<file path="config.mk">
export PLATFORM = sky130hd
export DESIGN_NAME = red_pitaya_filter_config
export DESIGN_NICKNAME = d
export VERILOG_FILES = /design/src/rtl/red_pitaya_filter_config.sv
export SDC_FILE = /design/constraint.sdc
export NUM_CORES = 1
export LEC_CHECK = 0
export BUFFER_PORTS_ARGS = -buffer_cell sky130_fd_sc_hd__buf_4
export CORE_UTILIZATION = 55
export CTS_CLUSTER_DIAMETER = 200
export DETAILED_ROUTE_END_ITERATION = 8
export PLACE_DENSITY = 0.89
export SETUP_SLACK_MARGIN = 0.4
export SYNTH_ARGS = -nofsm -noshare
export SYNTH_HDL_FRONTEND = slang
export SYNTH_SLANG_ARGS = --single-unit
export TNS_END_PERCENT = 30
</file>
<file path="constraint.sdc">
create_clock -name clk_i -period 4.6 [get_ports clk_i]
set_input_delay 0.23 -clock clk_i [delete_from_list [all_inputs] [get_ports clk_i]]
set_output_delay 0.23 -clock clk_i [all_outputs]
set_load 0.03 [all_outputs]
</file>
<file path="src/rtl/red_pitaya_filter_config.sv">
// Shadow/active configuration writer for the cascaded filter set_filter word.
// A commit moves the shadow to the active word in one edge and starts a settle timer.
module red_pitaya_filter_config #(
  parameter int STAGES     = 1,
  parameter int SHIFTBITS  = 4,
  parameter int SETTLEBITS = 2
) (
  input  logic        clk_i,
  input  logic        rstn_i,
  input  logic [1:0]  cfg_stage_i,
  input  logic [7:0]  cfg_byte_i,
  input  logic        cfg_we_i,
  input  logic        cfg_commit_i,
  output logic [31:0] set_filter_o,
  output logic        busy_o,
  output logic        pending_o,
  output logic        cfg_err_o
);
  localparam int CW = (1 << SHIFTBITS) - 1 + SETTLEBITS;

  // keeps filter_on, highpass and the shift field; clears reserved bits above shift
  localparam logic [7:0] BYTE_MASK = 8'hC0 | ((8'(1) << SHIFTBITS) - 8'(1));

  logic [STAGES-1:0][7:0] r_shadow, r_active;
  logic [CW-1:0]          r_cnt;
  logic                   r_busy, r_pending, r_err;

  logic [STAGES-1:0][7:0] w_shadow_nxt;
  logic                   w_wr_ok, w_wr_bad, w_any_on;
  logic [SHIFTBITS-1:0]   w_maxsh;
  logic [CW:0]            w_pow, w_pm1;
  logic [CW-1:0]          w_load;

  assign w_wr_bad = cfg_we_i && (32'(cfg_stage_i) >= STAGES);
  assign w_wr_ok  = cfg_we_i && !w_wr_bad;

  // Merge a write into the shadow first so a same-cycle commit picks it up
  always_comb begin
    w_shadow_nxt = r_shadow;
    for (int j = 0; j < STAGES; j++)
      if (w_wr_ok && cfg_stage_i == 2'(j))
        w_shadow_nxt[j] = cfg_byte_i & BYTE_MASK;
  end

  always_comb begin
    w_any_on = 1'b0;
    w_maxsh  = '0;
    for (int j = 0; j < STAGES; j++)
      if (w_shadow_nxt[j][7]) begin
        w_any_on = 1'b1;
        if (w_shadow_nxt[j][SHIFTBITS-1:0] > w_maxsh)
          w_maxsh = w_shadow_nxt[j][SHIFTBITS-1:0];
      end
  end

  // busy covers the loaded value plus the cycle the counter spends at 0
  assign w_pow  = (CW+1)'(1) << (32'(w_maxsh) + SETTLEBITS);
  assign w_pm1  = w_pow - (CW+1)'(1);
  assign w_load = w_pm1[CW-1:0];

  always_ff @(posedge clk_i) begin
    if (!rstn_i) begin
      r_shadow  <= '0;
      r_active  <= '0;
      r_cnt     <= '0;
      r_busy    <= 1'b0;
      r_pending <= 1'b0;
      r_err     <= 1'b0;
    end else begin
      r_shadow <= w_shadow_nxt;
      if (cfg_commit_i) begin
        r_active  <= w_shadow_nxt;
        r_pending <= 1'b0;
        r_err     <= 1'b0;
        r_busy    <= w_any_on;
        r_cnt     <= w_any_on ? w_load : '0;
      end else begin
        r_pending <= r_pending | w_wr_ok;
        r_err     <= r_err | w_wr_bad;
        if (r_busy) begin
          if (r_cnt == '0) r_busy <= 1'b0;
          else             r_cnt  <= r_cnt - CW'(1);
        end
      end
    end
  end

  assign set_filter_o = 32'(r_active);
  assign busy_o       = r_busy;
  assign pending_o    = r_pending;
  assign cfg_err_o    = r_err;
endmodule

</file>
==> impl_results.md, run 1 <==
* Top Metal Used: met4
* Die width at 69.40 um
* Synth Area per Inst at 7.857 um2
* Placed cell count at 377
* DR pass1 iterations at 4
* Post-synth top area cell: dfxtp_1
* Mapped Cells at 318
* Initial Utilization at 57.39%
* PortBufs at 22
* Clock Tree Buf Depth at 2
* Leak pwr at 1.102 nW
* Post-DP HPWL at 4.175 mm
* Area Overhead vs Synth at 8.012%
* Max cap viols at 0
* # clock sinks at 36
* CP Class: reg -> reg
* Peak Freq at 273.5 MHz
* All-layer global routing usage at 25.61%
* Initial drt markers at 197
* Yosys warns at 0
* CTS clock-pin slew for the worst setup and hold paths at 0.08 ns
* Synth top area share at 28.84%
* Synth Cell Area at 2499 um2
* Vias per cell at 6.138
* Worst EP arrival at 3.91 ns
* RD Place Congestion at 0.9017
* Met1 WL at 2.449 mm
* Worst Max-Slew Pin Slew at 0.8143 ns
* Die height at 69.40 um
* Most used cell, CP: ha_1
* Clock latency on the worst-skew pair at 0.30 ns
* RSZ-0062 raised after global routing: false
* Layout Cells excl Fill at 385
* Clk_skew at 0.006376 ns
* CTS Hold Buffers Added at 0
* Worst slack at placement at 0.7278 ns
* Post-route DRC at 0
* Register area share after synthesis at 28.84%
* Relative slew slack at 44.16%
* Total gr overflow at 0
* CP delay by family, top: multiplexers
* Num CTS Buffers at 5
* Ys flop type: dfxtp_1
* Clock Root Buffer: clkbuf_8
* Final Max Slew Viols at 0
* Top Ports at 49
* Final WS setup at 0.9439 ns
* Core area at 4354 um2
* Met2 Wirelength at 2.905 mm
* Async S/R FF share, synth at 0%
* CP Buf/Inv Count at 1
* CP Cell Sequence: nand2_1 -> mux2_2 -> inv_1 -> ha_1 -> mux4_2 -> nand3b_1 -> ha_1 -> o32a_1 -> a211oi_1 -> o221a_2
* Vias in the first global route at 2197
* Power Dens Cells at 294.6 nW/um2
* Final ANT Viol Nets at 0
* Crit path time final at 3.656 ns
* Final hold vios at 0
* Final setup viols at 0
* First-pass GRT wire length at 10.01 mm
* Proportion of layout cells with a drive suffix above 1 at 14.41%
* Overall Power at 0.7952 mW
* Vias at 2363
* EDFF count, synth at 0
* Seq cells post-synth at 36
* Crit path largest cell delay at 0.70 ns
* Routed len/inst at 15.44 um
* CP Launch Type: register
* # Post-CTS Setup Buffers at 0
* H-tree lvl count at 2
* Peak VDD IR at 0.1829 mV
* Slowest CP cell: mux4_2
* Drt total wl at 5.943 mm
* Post-Route Setup TNS at 0 ns
* Antenna Cells at 0
* Post-synth cell types at 59
* Std-Cell Rows at 24
* Max FO, Critical Path at 15
* Top cells by area, synth: dfxtp_1, buf_4, nand2_1
* Post-CTS Resized at 0
* Final Core Density at 61.98%
* Tightest Hold Check Type: in -> reg
* Die area at 4816 um2
* Fin crit share at 79.48%
* CP endpoint kind: register
* Nets@finish at 349
* Routed met3 length at 427 um
* Initial antenna violation count at 0
* Largest net degree at the start of global routing at 22
* Status: complete, no violations
* CP Data Required Time at 4.85 ns
* CTS tree: yes
[worst reg2reg max path, delay by kind of cell, from the launching register on]
family	cells	cell delay, ns
AOI/OAI and AO/OA	3	0.91
muxes	2	1.01
adders and majority gates	2	0.80
and+or+nand+nor	2	0.30
DFF	1	0.49
buffers and inverters	1	0.11
[logic make-up after synthesis]
kind of cell	count (synthesis)	synth area share, %
adder cells (fa/ha/maj)	3	1.502
multiplexers	18	9.514
flip-flops	36	28.84
AND/OR/NAND/NOR	123	23.74
XOR/XNOR	10	3.505
buffers and inverters	51	11.67
AO/OA/AOI/OAI	76	21.08
other	1	0.1501
[layer usage]
| metal | GRT usage [%] | vias up |
|---|---|---|
| li1 | - | 1121 |
| met1 | 31.55 | 1109 |
| met2 | 42.61 | 114 |
| met3 | 4.360 | 19 |
| met4 | 13.61 | 0 |
| met5 | 0 | - |
[cells in the final DEF, fill, tap and decap left out, drive strengths merged, types with 3 or more instances in the layout]
cell,Yosys,routed
mux2,3,3
and3,4,4
o211ai,5,5
o2111ai,3,3
mux2i,11,11
conb,1,24
a21oi,16,16
nor3,8,8
o221a,3,3
a211oi,7,7
a31oi,3,3
buf,27,25
clkbuf,14,5
inv,8,9
nor2,37,37
o22a,3,3
ha,3,3
xor2,4,4
mux4,4,4
o21ai,11,11
or3,4,4
o22ai,7,7
nand2,38,38
dfxtp,36,36
nand3,7,7
and2,4,4
xnor2,6,6
nand3b,7,7
[power by group]
part	leakage, nW	total (mW)	internal [mW]	switching [mW]
Sequential	0.293	0.336	0.324	0.0125
Clock	0.0548	0.289	0.163	0.126
Combinational	0.754	0.170	0.0608	0.109
Total	1.10	0.795	0.548	0.248
[state kept, by name, indices dropped and copies added, names as in the netlist]
| signal | flops |
|---|---|
| busy_o | 1 |
| cfg_err_o | 1 |
| pending_o | 1 |
| r_active | 8 |
| r_cnt | 17 |
| r_shadow | 8 |
[final timing paths]
check	start	endpoint	slack, ns	cells after the start
worst min-delay path	cfg_byte_i[6]	r_shadow[6]$_SDFF_PN0_	0.21	3
worst max-delay path	r_shadow[7]$_SDFF_PN0_	r_cnt[14]$_SDFFE_PN0P_	0.94	10
worst min register to register	cfg_err_o$_SDFF_PP0_	cfg_err_o$_SDFF_PP0_	0.45	2
worst max register to register	r_shadow[7]$_SDFF_PN0_	r_cnt[14]$_SDFFE_PN0P_	0.94	10
[synth_stat cells, types with 2 or more instances]
master / number
ha_1: 3
nand4_1: 2
xor2_1: 4
nand2b_1: 2
mux2i_1: 10
o221a_2: 3
o21a_1: 2
nand3b_1: 7
o21ai_0: 11
and3_1: 4
buf_4: 24
dfxtp_1: 36
or3_1: 4
o22ai_1: 7
nand3_1: 7
o21bai_1: 2
o31ai_1: 2
and2_1: 4
nor4b_1: 2
o22a_1: 3
a21oi_1: 16
nand2_1: 38
inv_1: 8
clkinv_1: 2
o211ai_1: 5
xnor2_1: 6
o2111ai_1: 3
a211oi_1: 7
nor3_1: 8
mux2_2: 3
mux4_2: 4
a31oi_1: 3
nor4_1: 2
nor2_1: 37
clkbuf_1: 13
[stage by stage]
| stage | hold slack [ns] | area [um2] |
|---|---|---|
| final | 0.2087 | 2699 |
| after global routing | 0.2281 | 2699 |
| after CTS | 0.2046 | 2699 |
| after detailed placement | 0.4416 | 2584 |
| after global placement | 0.4373 | 2584 |
| after floorplan | 0.3842 | 2585 |
[area by class of cell]
type                            instances  area (um2)
Clock inverter                          3       46.29
Inverter                               10       37.54
Sequential cell                        36       720.7
Timing Repair Buffer                   25       187.7
Tap cell                               52       65.06
Fill cell                             379        1655
Clock buffer                            5       68.82
Multi-Input combinational cell        254        1573
Note: power is estimated with default switching activity, not from simulation.
==> run 2: changes to the inputs <==
clock period = 3.5 ns   (was 4.6 ns; I/O delays follow)
==> run 2 against run 1 <==
Core utilization up 2.2 points. Wire length grew 0.98%. Register-to-register slack worse by 0.40 ns. Count of clock-buffer cells in the layout unchanged. Sequential share of layout area is 0.85 points lower. Die area did not move. Clock power increased by 33%. Combinational power up 35%. Critical path type unchanged. Largest cell class unchanged.
==> impl_results.md, run 2 (synthesis results as in run 1) <==
* Final ANT Viol Nets at 0
* H-tree lvl count at 2
* Vias at 2333
* Initial drt markers at 175
* Status: complete, no violations
* Peak Freq at 338.2 MHz
* Die height at 69.40 um
* Post-DP HPWL at 4.243 mm
* Std-Cell Rows at 24
* Antenna Cells at 0
* Clock Root Buffer: clkbuf_8
* CTS tree: yes
* Leak pwr at 1.135 nW
* Clock Tree Buf Depth at 2
* Crit path time final at 2.957 ns
* Min-delay src: cfg_byte_i[6]
* Overall Power at 1.055 mW
* RD Place Congestion at 0.9934
* Tightest Hold Check Type: in -> reg
* Post-route DRC at 0
* Worst Max-Slew Pin Slew at 0.8811 ns
* Nets@finish at 354
* RSZ-0062 raised after global routing: false
* CP Data Required Time at 3.74 ns
* Post-CTS Resized at 0
* Critical Path Source: r_shadow[1]$_SDFF_PN0_
* Max reg flops at 17
* All-layer global routing usage at 25.57%
* R2r startpoint: r_shadow[1]$_SDFF_PN0_
* # Post-CTS Setup Buffers at 0
* CP Cell Sequence: nand2_1 -> mux2_4 -> inv_4 -> ha_4 -> nand3b_1 -> mux2i_4 -> o2111ai_2 -> ha_4 -> a211oi_1 -> a311oi_2 -> a211oi_1 -> o221a_2
* Clock latency on the worst-skew pair at 0.30 ns
* # fillers at 359
* Proportion of layout cells with a drive suffix above 1 at 17.46%
* CP endpoint kind: register
* Peak VDD IR at 0.2188 mV
* Largest net degree at the start of global routing at 22
* Area occupied by multi-input gates at 1625 um2
* Final hold slack at 0.1546 ns
* Die area at 4816 um2
* Most common cell after layout, fill and taps aside: nand2_1
* Top Ports at 49
* Num CTS Buffers at 5
* Drt total wl at 6.001 mm
* Power Dens Cells at 377.7 nW/um2
* Largest regs: r_cnt (17), r_active (8), r_shadow (8)
* Vias per cell at 5.982
* Post-Route Setup TNS at 0 ns
* Max FO, Critical Path at 12
* # clock sinks at 36
* DR pass1 iterations at 4
* First-pass GRT wire length at 9.860 mm
* Initial Utilization at 57.39%
* Final WS setup at 0.5432 ns
* Area Overhead vs Synth at 11.77%
* Worst slack at placement at 0.2445 ns
* Max cap viols at 0
* PortBufs at 22
* Commonest cells after routing, fill and taps aside: nand2_1, nor2_1, dfxtp_1
* Biggest register: r_cnt
* CP Launch Type: register
* Routed len/inst at 15.39 um
* Clk_skew at 0.004484 ns
* Core area at 4354 um2
* Die width at 69.40 um
* Worst EP arrival at 3.20 ns
* CP Class: reg -> reg
* Slowest CP cell: dfxtp_2
* Fin crit share at 84.48%
* Total gr overflow at 0
* Crit path largest cell delay at 0.42 ns
* Relative slew slack at 39.74%
* Register area at 721.9 um2
* Vias in the first global route at 2181
* Final Max Slew Viols at 0
* CTS Hold Buffers Added at 0
* Final hold vios at 0
* CTS clock-pin slew for the worst setup and hold paths at 0.08 ns
* Initial antenna violation count at 0
* Final setup viols at 0
-- run 2: power breakdown --
group	switching, mW	internal, mW
Sequential	0.0165	0.425
Combinational	0.145	0.0838
Clock	0.169	0.215
Total	0.331	0.724
-- run 2: stage by stage --
| step | std cells | cell area [um2] | util (%) |
|---|---|---|---|
| finish | 390 | 2793 | 64.14 |
| detailed placement | 382 | 2660 | 61.09 |
| floorplan | 341 | 2665 | - |
| CTS | 390 | 2775 | 63.74 |
| global placement | 382 | 2660 | 61.09 |
| global route | 390 | 2793 | 64.14 |
-- run 2: worst paths after layout --
kind                                                to  slack, ns  depth (start not counted)
worst min register to register    cfg_err_o$_SDFF_PP0_       0.45                          2
worst max register to register  r_cnt[14]$_SDFFE_PN0P_       0.54                         12
worst min-delay path            r_shadow[6]$_SDFF_PN0_       0.15                          3
worst max-delay path            r_cnt[14]$_SDFFE_PN0P_       0.54                         12
-- run 2: layout make-up --
class | count | area share [%]
clock inverter | 3 | 1.658
sequential | 36 | 25.85
multi-input combinational | 254 | 58.20
timing repair buffer | 30 | 8.065
inverter | 10 | 1.434
clock buffer | 5 | 2.464
tap | 52 | 2.330
-- run 2: critical path: cells and delay by family (launching register included) --
| family | cells | cell delay, ns |
|---|---|---|
| mux | 2 | 0.53 |
| flops | 1 | 0.42 |
| buf+inv | 1 | 0.07 |
| fa+ha+maj | 2 | 0.49 |
| simple gates | 2 | 0.29 |
| compound gates | 5 | 1.10 |
-- run 2: metal layers --
metal,share of wire [%],GRT usage (%),up-vias
li1,-,-,1140
met1,42,30.33,1078
met2,49,43.69,94
met3,6.0,5.669,21
met4,2.8,12.02,0
met5,0,0,-
==> run 3: changes to the inputs <==
clock period = 2.8 ns   (was 3.5 ns; I/O delays follow)
==> run 3 against run 2 <==
The run now ends with DRC left. Die area unchanged. First-iteration DRC count grew 55%. Critical path type unchanged. Setup slack worse by 0.36 ns. Sequential power rose by 25%. Critical path depth down 1. Sequential cell count is the same. Core utilization increased by 5.8 points. Sequential share of layout area is 2.1 points lower. Register-to-register slack got worse by 0.36 ns. Total power up 29%. Clock power rose by 28%. Final cell count rose by 5.9%.
==> impl_results.md, run 3 (synthesis results as in run 1) <==
* Post-DP HPWL at 4.541 mm
* Drt total wl at 7.143 mm
* Nets@finish at 377
* Power Dens Cells at 446.7 nW/um2
* Most common cell after layout, fill and taps aside: buf_4
* Antenna Cells at 0
* Core area at 4354 um2
* CP endpoint kind: register
* Die width at 69.40 um
* Fin crit share at 93.63%
* CP Data Required Time at 3.06 ns
* H-tree lvl count at 2
* DR pass1 iterations at 7
* Relative slew slack at 54.47%
* Leak pwr at 1.257 nW
* Post-route DRC at 1
* Slowest CP cell: o32a_1
* Final ANT Viol Nets at 0
* Num CTS Buffers at 5
* Final WS setup at 0.1785 ns
* Die area at 4816 um2
* CTS tree: yes
* Final hold vios at 0
* Final setup viols at 0
* Total gr overflow at 0
* First-pass GRT wire length at 10.67 mm
* Overall Power at 1.360 mW
* Std-Cell Rows at 24
* All-layer global routing usage at 27.56%
* RD Place Congestion at 0.9498
* Crit path largest cell delay at 0.35 ns
* Final Core Density at 69.94%
* CTS clock-pin slew for the worst setup and hold paths at 0.09 ns
* Top Ports at 49
* Biggest register: r_cnt
* Worst Max-Slew Pin Slew at 0.6639 ns
* Proportion of layout cells with a drive suffix above 1 at 26.04%
* Vias in the first global route at 2313
* Clock Tree Buf Depth at 2
* Max cap viols at 0
* Area Overhead vs Synth at 21.88%
* PortBufs at 22
* Peak Freq at 381.5 MHz
* Initial drt markers at 271
* Initial antenna violation count at 0
* Vias per cell at 6.286
* Peak VDD IR at 0.4703 mV
* Vias at 2596
* Most used cell, CP: ha_4
* CP Launch Type: register
* CP Cell Sequence: nand2_2 -> mux2_4 -> inv_4 -> ha_4 -> nand3b_1 -> mux2i_4 -> o2111ai_4 -> ha_4 -> o32a_1 -> a211oi_2 -> o221a_2
* Routed len/inst at 17.30 um
* Clk_skew at 0.005776 ns
* CP Class: reg -> reg
* Tightest Hold Check Type: in -> reg
* Max FO, Critical Path at 7
* Max reg flops at 17
* Worst slack at placement at -0.1490 ns
* # clock sinks at 36
* RSZ-0062 raised after global routing: true
* Cell Area, Placed at 2773 um2
* Die height at 69.40 um
* Crit path time final at 2.622 ns
* Final Max Slew Viols at 0
* Clock Root Buffer: clkbuf_8
* Largest net degree at the start of global routing at 22
* Initial Utilization at 57.39%
* Worst EP arrival at 2.88 ns
* Status: finished, violations left
* Clock latency on the worst-skew pair at 0.30 ns
* Commonest cells after routing, fill and taps aside: buf_4, nand2_1, nor2_1
* Failing checks: DRC
* Post-route cell area at 3045 um2
* Largest regs: r_cnt (17), r_active (8), r_shadow (8)
* # fillers at 319
[run 3: final cells by class]
type	instances	area, um2	share of cell area [%]
Multi-Input combinational cell	254	1684	55.30
Clock inverter	3	46.29	1.520
Clock buffer	5	68.82	2.260
Timing Repair Buffer	53	416.7	13.68
Inverter	10	40.04	1.315
Sequential cell	36	724.4	23.79
Tap cell	52	65.06	2.136
[run 3: path summary, 6_finish.rpt]
kind | to | start | slack (ns) | cells past startpoint
worst max-delay path | r_cnt[14]$_SDFFE_PN0P_ | r_shadow[1]$_SDFF_PN0_ | 0.18 | 11
worst min-delay path | r_shadow[6]$_SDFF_PN0_ | cfg_byte_i[6] | 0.13 | 3
worst max register to register | r_cnt[14]$_SDFFE_PN0P_ | r_shadow[1]$_SDFF_PN0_ | 0.18 | 11
worst min register to register | cfg_err_o$_SDFF_PP0_ | cfg_err_o$_SDFF_PP0_ | 0.46 | 2
[run 3: routing by layer]
metal	routed length (um)	part of all wire [%]	global-route usage, %
met5	0	0	0
met1	2722	38	32.91
met2	3636	51	48.11
met3	560	7.8	5.378
met4	223	3.1	11.34
[run 3: through the flow]
step                hold slack [ns]  TNS (ns)  cells
finish                       0.1344         0    413
CTS                          0.1277         0    407
global route                 0.1314         0    413
global placement             0.4372   -0.2475    397
detailed placement           0.4454   -0.5549    397
floorplan                    0.2942    -1.642    341
[run 3: report_power, final]
| group | switching [mW] | internal, mW | total (mW) | leakage (nW) |
|---|---|---|---|---|
| clock network | 0.224 | 0.269 | 0.493 | 0.0548 |
| logic | 0.196 | 0.119 | 0.315 | 0.907 |
| registers | 0.0204 | 0.532 | 0.552 | 0.295 |
[run 3: critical path, delay by kind of cell, from the launching register on]
| kind | cells | cell delay, ns |
|---|---|---|
| simple gates | 2 | 0.24 |
| mux | 2 | 0.52 |
| flops | 1 | 0.34 |
| compound gates | 4 | 0.97 |
| fa+ha+maj | 2 | 0.45 |
| buf+inv | 1 | 0.06 |
[run 3: timing repair]
action                                  4_1_cts  5_1_grt
pin swaps                                     3        3
hold buffers                                  0        0
setup buffers                                 2        6
endpoints found under the setup margin       12       14
cloned                                        0        0
resized for setup                            14       10
